$ cat src/rtl/mvm_pkg.sv
`default_nettype none
// ---------------------------------------------------------------------------
// mvm_pkg : state type, slot addressing and range-fit helpers for mvm_tiled
// Revision 1.0
// ---------------------------------------------------------------------------
package mvm_pkg;

  typedef enum logic [1:0] {
    IDLE  = 2'd0,
    MAC   = 2'd1,
    FINAL = 2'd2,
    DONE  = 2'd3
  } state_t;

  // Working width of fit_result; lanes sign-extend their sums to this width.
  localparam int FIT_W = 64;

  function automatic int slot_lsb(input int i, input int n, input int w);
    return (n - 1 - i) * w;
  endfunction

  // Returns {ovf, value}; value[width-1:0] is the wrapped or clamped result.
  function automatic logic [FIT_W:0] fit_result(input logic signed [FIT_W-1:0] s,
                                                input logic signed_mode,
                                                input logic saturate,
                                                input int width);
    logic signed [FIT_W-1:0] hi;
    logic signed [FIT_W-1:0] lo;
    logic                    ovf;
    logic        [FIT_W-1:0] val;
    if (signed_mode) begin
      hi = (64'sd1 <<< (width - 1)) - 64'sd1;
      lo = -(64'sd1 <<< (width - 1));
    end else begin
      hi = (64'sd1 <<< width) - 64'sd1;
      lo = 64'sd0;
    end
    ovf = (s > hi) || (s < lo);
    val = s;
    if (saturate && (s > hi)) val = hi;
    else if (saturate && (s < lo)) val = lo;
    return {ovf, val};
  endfunction

endpackage
`default_nettype wire

$ cat src/rtl/mvm_lane.sv
`default_nettype none
// ---------------------------------------------------------------------------
// mvm_lane : one multiply-accumulate lane plus bias, ReLU and range fit
// Revision 1.0
// ---------------------------------------------------------------------------
module mvm_lane
  import mvm_pkg::*;
#(
  parameter int WIDTH     = 8,
  parameter int ACC_WIDTH = 18
) (
  input  logic             clk,
  input  logic             reset_n,
  input  logic             acc_clr,
  input  logic             acc_en,
  input  logic             signed_mode,
  input  logic             saturate,
  input  logic             relu,
  input  logic [WIDTH-1:0] m_elem,
  input  logic [WIDTH-1:0] v_elem,
  input  logic [WIDTH-1:0] bias,
  output logic [WIDTH-1:0] result,
  output logic             ovf
);

  localparam int EXT = ACC_WIDTH - WIDTH;

  logic signed [ACC_WIDTH-1:0] acc;
  logic signed [ACC_WIDTH-1:0] m_ext;
  logic signed [ACC_WIDTH-1:0] v_ext;
  logic signed [ACC_WIDTH-1:0] b_ext;
  logic signed [ACC_WIDTH-1:0] prod;
  logic signed [ACC_WIDTH-1:0] sum_raw;
  logic signed [ACC_WIDTH-1:0] sum;
  logic        [FIT_W:0]       fit;
  logic                        unused_fit_bits;

  assign m_ext = {{EXT{signed_mode & m_elem[WIDTH-1]}}, m_elem};
  assign v_ext = {{EXT{signed_mode & v_elem[WIDTH-1]}}, v_elem};
  assign b_ext = {{EXT{signed_mode & bias[WIDTH-1]}}, bias};
  assign prod  = m_ext * v_ext;

  always_ff @(posedge clk or negedge reset_n) begin
    if (!reset_n)    acc <= '0;
    else if (acc_clr) acc <= '0;
    else if (acc_en)  acc <= acc + prod;
  end

  // ReLU only has meaning for two's-complement sums.
  assign sum_raw = acc + b_ext;
  assign sum     = (relu && signed_mode && sum_raw[ACC_WIDTH-1]) ? '0 : sum_raw;

  assign fit = fit_result({{(FIT_W-ACC_WIDTH){sum[ACC_WIDTH-1]}}, sum},
                          signed_mode, saturate, WIDTH);

  assign ovf             = fit[FIT_W];
  assign result          = fit[WIDTH-1:0];
  assign unused_fit_bits = ^fit[FIT_W-1:WIDTH];

endmodule
`default_nettype wire

$ cat src/rtl/mvm_tiled.sv
`default_nettype none
// ---------------------------------------------------------------------------
// mvm_tiled : result = f(M*v + b), LANES rows per pass, valid/ready on both ends
// Revision 1.0
// ---------------------------------------------------------------------------
module mvm_tiled
  import mvm_pkg::*;
#(
  parameter int MATRIX_ROWS = 4,
  parameter int SHARED_DIM  = 4,
  parameter int WIDTH       = 8,
  parameter int LANES       = 2
) (
  input  logic                                    clk,
  input  logic                                    reset_n,
  input  logic                                    clear,
  input  logic                                    in_valid,
  output logic                                    in_ready,
  input  logic [MATRIX_ROWS*SHARED_DIM*WIDTH-1:0] matrix,
  input  logic [SHARED_DIM*WIDTH-1:0]             vector,
  input  logic [MATRIX_ROWS*WIDTH-1:0]            bias,
  input  logic                                    signed_mode,
  input  logic                                    saturate,
  input  logic                                    relu,
  output logic                                    out_valid,
  input  logic                                    out_ready,
  output logic [MATRIX_ROWS*WIDTH-1:0]            result_vector,
  output logic                                    overflow
);

  localparam int PASSES    = MATRIX_ROWS / LANES;
  localparam int ACC_WIDTH = 2*WIDTH + $clog2(SHARED_DIM) + 2;
  localparam int PASS_W    = (PASSES > 1) ? $clog2(PASSES) : 1;
  localparam int COL_W     = (SHARED_DIM > 1) ? $clog2(SHARED_DIM) : 1;

  state_t                                  state;
  logic [PASS_W-1:0]                       pass_cnt;
  logic [COL_W-1:0]                        col_cnt;
  logic [MATRIX_ROWS*SHARED_DIM*WIDTH-1:0] m_reg;
  logic [SHARED_DIM*WIDTH-1:0]             v_reg;
  logic [MATRIX_ROWS*WIDTH-1:0]            b_reg;
  logic                                    mode_signed;
  logic                                    mode_sat;
  logic                                    mode_relu;
  logic [WIDTH-1:0]                        res_q [PASSES][LANES];

  logic [WIDTH-1:0] m_arr [PASSES][LANES][SHARED_DIM];
  logic [WIDTH-1:0] v_arr [SHARED_DIM];
  logic [WIDTH-1:0] b_arr [PASSES][LANES];
  logic [WIDTH-1:0] lane_res [LANES];
  logic [LANES-1:0] lane_ovf;
  logic             acc_clr;
  logic             acc_en;

  // Unpack the captured operands into (pass, lane, column) order.
  for (genvar c = 0; c < SHARED_DIM; c++) begin : g_vec
    assign v_arr[c] = v_reg[slot_lsb(c, SHARED_DIM, WIDTH) +: WIDTH];
  end

  for (genvar p = 0; p < PASSES; p++) begin : g_pass
    for (genvar l = 0; l < LANES; l++) begin : g_row
      localparam int ROW = p*LANES + l;
      assign b_arr[p][l] = b_reg[slot_lsb(ROW, MATRIX_ROWS, WIDTH) +: WIDTH];
      assign result_vector[slot_lsb(ROW, MATRIX_ROWS, WIDTH) +: WIDTH] = res_q[p][l];
      for (genvar c = 0; c < SHARED_DIM; c++) begin : g_col
        assign m_arr[p][l][c] =
          m_reg[slot_lsb(ROW*SHARED_DIM + c, MATRIX_ROWS*SHARED_DIM, WIDTH) +: WIDTH];
      end
    end
  end

  // FINAL reads the sums and clears them on the same edge, ready for the next pass.
  assign acc_clr = clear || (state != MAC);
  assign acc_en  = (state == MAC);

  for (genvar l = 0; l < LANES; l++) begin : g_lane
    mvm_lane #(
      .WIDTH     (WIDTH),
      .ACC_WIDTH (ACC_WIDTH)
    ) u_lane (
      .clk         (clk),
      .reset_n     (reset_n),
      .acc_clr     (acc_clr),
      .acc_en      (acc_en),
      .signed_mode (mode_signed),
      .saturate    (mode_sat),
      .relu        (mode_relu),
      .m_elem      (m_arr[pass_cnt][l][col_cnt]),
      .v_elem      (v_arr[col_cnt]),
      .bias        (b_arr[pass_cnt][l]),
      .result      (lane_res[l]),
      .ovf         (lane_ovf[l])
    );
  end

  always_ff @(posedge clk or negedge reset_n) begin
    if (!reset_n) begin
      state       <= IDLE;
      in_ready    <= 1'b1;
      out_valid   <= 1'b0;
      overflow    <= 1'b0;
      pass_cnt    <= '0;
      col_cnt     <= '0;
      m_reg       <= '0;
      v_reg       <= '0;
      b_reg       <= '0;
      mode_signed <= 1'b0;
      mode_sat    <= 1'b0;
      mode_relu   <= 1'b0;
      for (int p = 0; p < PASSES; p++)
        for (int l = 0; l < LANES; l++)
          res_q[p][l] <= '0;
    end else if (clear) begin
      state     <= IDLE;
      in_ready  <= 1'b1;
      out_valid <= 1'b0;
      pass_cnt  <= '0;
      col_cnt   <= '0;
    end else begin
      case (state)
        IDLE: begin
          if (in_valid) begin
            state       <= MAC;
            in_ready    <= 1'b0;
            overflow    <= 1'b0;
            pass_cnt    <= '0;
            col_cnt     <= '0;
            m_reg       <= matrix;
            v_reg       <= vector;
            b_reg       <= bias;
            mode_signed <= signed_mode;
            mode_sat    <= saturate;
            mode_relu   <= relu;
          end
        end
        MAC: begin
          if (col_cnt == COL_W'(SHARED_DIM - 1)) begin
            col_cnt <= '0;
            state   <= FINAL;
          end else begin
            col_cnt <= col_cnt + COL_W'(1);
          end
        end
        FINAL: begin
          for (int l = 0; l < LANES; l++)
            res_q[pass_cnt][l] <= lane_res[l];
          overflow <= overflow | (|lane_ovf);
          if (pass_cnt == PASS_W'(PASSES - 1)) begin
            pass_cnt  <= '0;
            state     <= DONE;
            out_valid <= 1'b1;
          end else begin
            pass_cnt <= pass_cnt + PASS_W'(1);
            state    <= MAC;
          end
        end
        DONE: begin
          if (out_ready) begin
            state     <= IDLE;
            out_valid <= 1'b0;
            in_ready  <= 1'b1;
          end
        end
        default: state <= IDLE;
      endcase
    end
  end

endmodule
`default_nettype wire

$ cat config.mk
export PLATFORM = sky130hd
export DESIGN_NAME = mvm_tiled
export DESIGN_NICKNAME = d
export VERILOG_FILES = /design/src/rtl/mvm_pkg.sv /design/src/rtl/mvm_lane.sv /design/src/rtl/mvm_tiled.sv
export SDC_FILE = /design/constraint.sdc
export NUM_CORES = 1
export LEC_CHECK = 0
export CAP_MARGIN = 20
export CORE_MARGIN = 3
export CORE_UTILIZATION = 35
export CTS_CLUSTER_DIAMETER = 40
export CTS_CLUSTER_SIZE = 14
export DETAILED_ROUTE_END_ITERATION = 10
export PLACE_DENSITY_LB_ADDON = 0.15
export SYNTH_ARGS = -nofsm -noshare
export SYNTH_HDL_FRONTEND = slang
export SYNTH_HIERARCHICAL = 1
export SYNTH_SLANG_ARGS = --single-unit
$ cat constraint.sdc
create_clock -name clk -period 15.45 [get_ports clk]
set_input_delay 3.8625 -clock clk [delete_from_list [all_inputs] [get_ports clk]]
set_output_delay 3.8625 -clock clk [all_outputs]
set_load 0.01 [all_outputs]
Word level (Yosys, flattened, before mapping)
Index checks and enable logic that the tools add are counted.
W data, S select, Z words.
{"block": "totals", "latchBits": 0, "word_cells": 134, "mem_count": 0, "out_inout_bits": 35, "mem_bits_rw": 0, "regBits": 275, "mem_bits_ro": 0}
{"block": "op_classes", "bitwise": 9, "div_mod_pow": 0, "n_lt_le_gt_ge": 7, "n_mux": 55, "mul": 2, "n_eq_ne": 10, "addsub": 6, "shift": 0, "n_reduce_logical": 27}
{"operator": "$mux W64", "count": 4}
{"operator": "$lt A20 B64 Y1", "count": 2}
{"operator": "$mux W20", "count": 6}
{"operator": "$mux W8", "count": 12}
{"operator": "$bwmux W32", "count": 2}
{"operator": "$mux W16", "count": 4}
{"operator": "$bmux W8 S2", "count": 3}
{"operator": "$add A20 B20 Y20", "count": 2}
{"operator": "$add A20 B9 Y20", "count": 2}
{"operator": "$gt A20 B9 Y1", "count": 2}
{"operator": "$mul A9 B9 Y18", "count": 2}
{"operator": "$demux W16 S1", "count": 2}
{"operator": "$mux W2", "count": 8}
{"operator": "$reduce_and A3 Y1", "count": 5}
{"operator": "$reduce_bool A3 Y1", "count": 4}
{"operator": "$ne A3 B3 Y1 const B", "count": 3}
{"operator": "$logic_and A1 B1 Y1", "count": 8}
{"operator": "$mux W1", "count": 8}
{"operator": "$pmux W1 S2", "count": 4}
{"operator": "$pmux W2 S4", "count": 1}
{"operator": "$eq A2 B2 Y1 const B", "count": 3}
{"operator": "$reduce_and A2 Y1", "count": 3}
{"operator": "$and A1 B1 Y1", "count": 5}
{"operator": "$pmux W2 S2", "count": 1}
{"operator": "17 further kinds", "count": 20}

Depth between registers and ports, before layout
{"block": "logic_depth", "word_depth": 14, "depth_mapped": 29, "ltp_nobuf": 23}

Modules after synthesis
Netlist, hierarchy kept.
{"module": "mvm_tiled", "cells_per_inst": 613, "n_inst": 1, "area_per_inst_um2": 10236.1}
{"module": "mvm_lane (g_lane[0].u_lane)", "cells_per_inst": 775, "n_inst": 1, "area_per_inst_um2": 6508.7}
{"module": "mvm_lane (g_lane[1].u_lane)", "cells_per_inst": 756, "n_inst": 1, "area_per_inst_um2": 6394.9}

Worst setup path after synthesis
OpenSTA, ideal clock, no wires.
{"block": "synth_path", "kind": "flip-flop to flip-flop", "start": "reg col_cnt[1]", "end": "reg g_lane[1].u_lane.acc[19]", "stages_incl_launch_ff": 27, "arrival_ns": 6.835, "path_buffers": 3, "setup_ns": 0.127, "slack_ns": 8.488, "path_cell_list": "dfrtp_1 > clkbuf_1 > buf_1 > mux4_2 > mux2_2 > and2_1 > clkbuf_1 > nand2_1 > fa_1 > inv_1 > fa_1 > inv_1 > fa_1 > fa_1 > inv_1 > fa_1 > ha_1 > a211oi_1 > o211ai_1 > a31oi_1 > o41a_1 > nor2b_1 > o21a_1 > o41a_1 > a31oi_1 > mux2_2 > mux2_1"}
{"block": "synth_via", "elab_chain_len": 9, "word_cells_on_any_way": 13, "cone_classes": "1 x add/sub; 1 x mul; 8 x mux; 3 x bitwise"}
{"item": "start: declaration", "line_no": "mvm_tiled.sv:38", "source": "logic [COL_W-1:0] col_cnt;"}
{"item": "start signal: assignment", "line_no": "mvm_tiled.sv:141", "source": "col_cnt <= col_cnt + COL_W'(1);"}
{"item": "$not A2 Y3 (not written as such) *", "line_no": "mvm_tiled.sv:88, mvm_tiled.sv:89"}
{"item": "$bmux W8 S2, on equally long branches", "line_no": "mvm_tiled.sv:88, mvm_tiled.sv:89"}
{"item": "$mux W8, on equally long branches (2 in a row)", "line_no": "mvm_tiled.sv:88, mvm_tiled.sv:89"}
{"item": "$and A1 B1 Y1, on equally long branches", "line_no": "mvm_lane.sv:38, mvm_lane.sv:39"}
{"item": "$mul A9 B9 Y18 *", "line_no": "mvm_lane.sv:41", "source": "assign prod = m_ext * v_ext;"}
{"item": "$add A20 B20 Y20 *", "line_no": "mvm_lane.sv:46", "source": "else if (acc_en) acc <= acc + prod;"}
{"item": "$mux W20 *", "line_no": "mvm_lane.sv:46"}
{"item": "$mux W20 *", "line_no": "mvm_lane.sv:45", "source": "else if (acc_clr) acc <= '0;"}
{"item": "end signal: assignment", "line_no": "mvm_lane.sv:46"}
{"item": "end: declaration", "line_no": "mvm_lane.sv:28", "source": "logic signed [ACC_WIDTH-1:0] acc;"}
Every way passes the cells marked *; elsewhere a longest branch is shown, timed or not. The select of a mux whose other input is x is not followed.
A chain may end at the register's enable or synchronous reset.

Worst setup path after layout
{"block": "layout_path", "start": "reg pass_cnt", "end": "reg g_lane[1].u_lane.acc[19]"}
{"block": "layout_via", "elab_chain_len": 12}
{"item": "start: declaration", "line_no": "mvm_tiled.sv:37", "source": "logic [PASS_W-1:0] pass_cnt;"}
{"item": "start signal: assignment", "line_no": "mvm_tiled.sv:153", "source": "pass_cnt <= pass_cnt + PASS_W'(1);"}
{"item": "$not A1 Y2 (not written as such) *", "line_no": "mvm_tiled.sv:88", "source": ".m_elem (m_arr[pass_cnt][l][col_cnt]),"}
{"item": "$mux W64 (not written as such) * (3 in a row)", "line_no": "mvm_tiled.sv:88"}
{"item": "$bmux W8 S2 *", "line_no": "mvm_tiled.sv:88"}
{"item": "$mux W8 (not written as such) * (2 in a row)", "line_no": "mvm_tiled.sv:88"}
{"item": "$and A1 B1 Y1", "line_no": "mvm_lane.sv:38", "source": "assign m_ext = {{EXT{signed_mode & m_elem[WIDTH-1]}}, m_elem};"}
{"item": "$mul A9 B9 Y18 *", "line_no": "mvm_lane.sv:41"}
{"item": "$add A20 B20 Y20 *", "line_no": "mvm_lane.sv:46"}
{"item": "$mux W20 *", "line_no": "mvm_lane.sv:46"}
{"item": "$mux W20 *", "line_no": "mvm_lane.sv:45"}
Marked as above.

==> summary.txt <==
Timing
  • Final max-slew violation count: 0
  • Fin crit share: 53.22%
  • Slew headroom: 33.40%
  • Fin crit period: 8.222 ns
  • Max Clk Rate: 0.1216 GHz
  • Final setup TNS: 0 ns
  • Worst Clk Skew: 0.04815 ns
  • Worst-Margin Slew: 0.9990 ns
  • RSZ-0062 raised after global routing: false
  • Hold Slack: 0.4764 ns
  • Final Hold Fails: 0
  • Final setup fails: 0

CTS
  • H-tree lvl count: 2
  • Root Driver: clkbuf_16
  • Clock sink count: 275
  • CTS Hold Buffers Added: 0
  • Post-CTS sizing: 0
  • Clock Pin Slew Worst Setup and Hold Paths: 0.06 ns
  • Clk_lat worst skew: 0.61 ns
  • CTS tree: done
  • CTS Buffer Depth: 3
  • # Post-CTS Setup Buffers: 0
  • Inserted Clock Buffers: 54

Synthesis
  • Yosys cell types: 95
  • Area share of the largest cell type after synthesis: 29.63%
  • Commonest cells post-synth: inv_1 (282), dfrtp_1 (274), mux2_2 (189)
  • Synthesized netlist cell count: 2144
  • Top-count cell post-synth: inv_1
  • EDFF count, synth: 0
  • Ys async rst share: 100.0%
  • Net Count, Synth: 2677
  • Post-synthesis sequential area ratio: 29.74%
  • Largest area contributor in the netlist: dfrtp_1
  • Syn Area/Cell: 10.79 um2
  • #FFs+latches synth: 275
  • Ys flop type: dfrtp_1
  • Synth warnings: 6
  • Synth Cell Area: 23140 um2
  • Synth area leaders: dfrtp_1 (30%), fa_1 (16%), mux2_2 (9.2%)

Setup path
  • Reg2Reg Capture Point: g_lane[1].u_lane/acc[19]$_DFFE_PN0P_
  • Launch point of the worst reg-to-reg path: pass_cnt$_DFFE_PN0P_
  • Register-to-Register Path Depth: 24
  • Critical path launch point type: register
  • CP arrival: 8.69 ns
  • CP Class: reg2reg
  • CP required: 15.92 ns
  • Crit-path max FO: 45
  • Flop-to-flop setup slack: 7.23 ns
  • Critical path endpoint category: register

Hold path
  • Worst Hold End: m_arr[35]$_DFFE_PN0P_
  • Hold Path Origin: m_arr[35]$_DFFE_PN0P_
  • Hold Path Depth: 1
  • Hold Path Class: reg2reg

Final layout
  • Fraction of layout cells with a size suffix above 1: 16.07%
  • Fillcell total: 6104
  • Area growth syn-to-layout: 21.82%
  • Post-layout util: 43.41%
  • Post-route insts no fill: 3248
  • Nets: 2878

Route
  • Routed len/inst: 18.51 um
  • Iter 0 DRT Violations: 797
  • Via count: 16.39k
  • Final wirelength: 60130 um
  • # DRC: 0
  • Via density: 5.046
  • Antenna viol nets, final: 0
  • DR pass1 iterations: 5

GRT
  • First-pass GRT wire length: 98410 um
  • Initial antenna violation count: 7
  • Vias in the first global route: 17.71k
  • Largest net degree at the start of global routing: 166
  • Gr usage total: 17.66%
  • GRT overflow: 0

Floorplanning
  • Die width: 263.1 um
  • Die ar.: 69230 um2
  • IO Pins: 235
  • Die Height: 263.1 um
  • # rows: 93
  • Starting Density: 35.64%
  • Core area: 64930 um2

Power
  • Worst vdd ir: 0.2197 mV
  • Cell area power density: 262.5 nW/um2
  • Lkg Pwr: 12.69 nW

Flow run
  • Max-cap violations: 0

Placed design
  • Placed cell count: 3143
  • Final HPWL DP: 46130 um
  • GPL Wtd Cong: 0.8240
  • Port buffer count: 234

Outcome
  • Status: finished clean
-- power by group --
part	internal, W	switching, W	leakage (nW)	total (W)
sequential	0.000850	0.000115	3.40	0.000965
combinational	0.00232	0.00283	8.31	0.00514
clock	0.000863	0.000432	0.975	0.00129
total	0.00403	0.00337	12.7	0.00740
-- cells in the final DEF, fill, tap and decap left out, types with 25 or more instances in the layout --
| master | count |
|---|---|
| inv_1 | 282 |
| dfrtp_1 | 272 |
| clkdlybuf4s50_1 | 233 |
| mux2_2 | 189 |
| fa_1 | 182 |
| ha_1 | 151 |
| nand2_1 | 127 |
| nor2_1 | 126 |
| mux2_1 | 73 |
| and2_1 | 73 |
| clkbuf_16 | 54 |
| a21oi_1 | 49 |
| xnor2_1 | 49 |
| o21ai_0 | 42 |
| mux4_2 | 40 |
| mux2i_1 | 33 |
| nor3_1 | 29 |
| xor2_1 | 25 |
-- metal layers --
| metal | up-vias | part of all wire [%] | track usage (%) |
|---|---|---|---|
| li1 | 7669 | - | - |
| met1 | 8196 | 46 | 23.93 |
| met2 | 430 | 46 | 28.59 |
| met3 | 87 | 6.4 | 4.215 |
| met4 | 8 | 2.0 | 4.202 |
| met5 | - | 0.10 | 0 |
-- worst max-delay path by stage --
stage	slack [ns]	startpoint	endpoint
global route	6.77	pass_cnt$_DFFE_PN0P_	g_lane[1].u_lane/acc[19]$_DFFE_PN0P_
floorplan	8.49	col_cnt[1]$_DFFE_PN0P_	g_lane[1].u_lane/acc[19]$_DFFE_PN0P_
finish	7.23	pass_cnt$_DFFE_PN0P_	g_lane[1].u_lane/acc[19]$_DFFE_PN0P_
CTS	7.16	pass_cnt$_DFFE_PN0P_	g_lane[1].u_lane/acc[19]$_DFFE_PN0P_
global placement	7.33	pass_cnt$_DFFE_PN0P_	g_lane[1].u_lane/acc[19]$_DFFE_PN0P_
detailed placement	7.19	pass_cnt$_DFFE_PN0P_	g_lane[1].u_lane/acc[19]$_DFFE_PN0P_
-- final cells by class --
class / instances / area, um2 / share of cell area (%)
clock inverters: 40 / 601.8 / 2.135
repair buffers: 247 / 2485 / 8.815
well taps: 855 / 1070 / 3.795
inverters: 284 / 1066 / 3.782
multi-input cells: 1483 / 14630 / 51.91
flip-flops and latches: 275 / 6888 / 24.44
clock buffers: 61 / 1438 / 5.100
diodes: 3 / 7.507 / 0.02663
-- registers in the layout, summed over array words and instances (netlist names), 2 cells and up --
register and flops:
v_arr 32, g_lane.u_lane/acc 40, b_arr 32, m_arr 128, state 2, col_cnt 2
result_vector 32
-- worst max-delay path: stages (launching register included) --
cell and delay, ns:
dfrtp_4 0.50, buf_4 0.77, mux4_2 0.61, mux2_2 0.40
and2_1 0.26, nand2_1 0.20, fa_1 0.43, inv_1 0.10
fa_1 0.41, inv_1 0.08, fa_1 0.44, fa_1 0.55
inv_1 0.05, fa_1 0.47, ha_1 0.35, a211oi_1 0.36
o211ai_1 0.17, a31oi_1 0.23, o41a_1 0.22, nor2b_1 0.06
o21a_1 0.18, o41a_1 0.35, a31oi_1 0.20, mux2_2 0.36
mux2_1 0.30
-- logic make-up after synthesis --
family	Yosys count	share of synthesized area (%)
AOI/OAI and AO/OA	249	7.657
buffers and inverters	386	7.051
DFF	275	29.74
and+or+nand+nor	490	10.68
muxes	335	18.07
adders and majority gates	335	24.00
xor gates and xnor gates	74	2.801
-- through the flow --
stage / cell area, um2 / total power [W] / setup slack (ns)
finish: 28190 / 0.007400 / 7.228
global route: 28180 / 0.008332 / 6.767
CTS: 28150 / 0.007525 / 7.156
detailed placement: 26110 / 0.006162 / 7.190
global placement: 26100 / 0.006100 / 7.329
floorplan: 23140 / 0.005114 / 8.488
No activity file was read; power rests on OpenSTA's default activity.
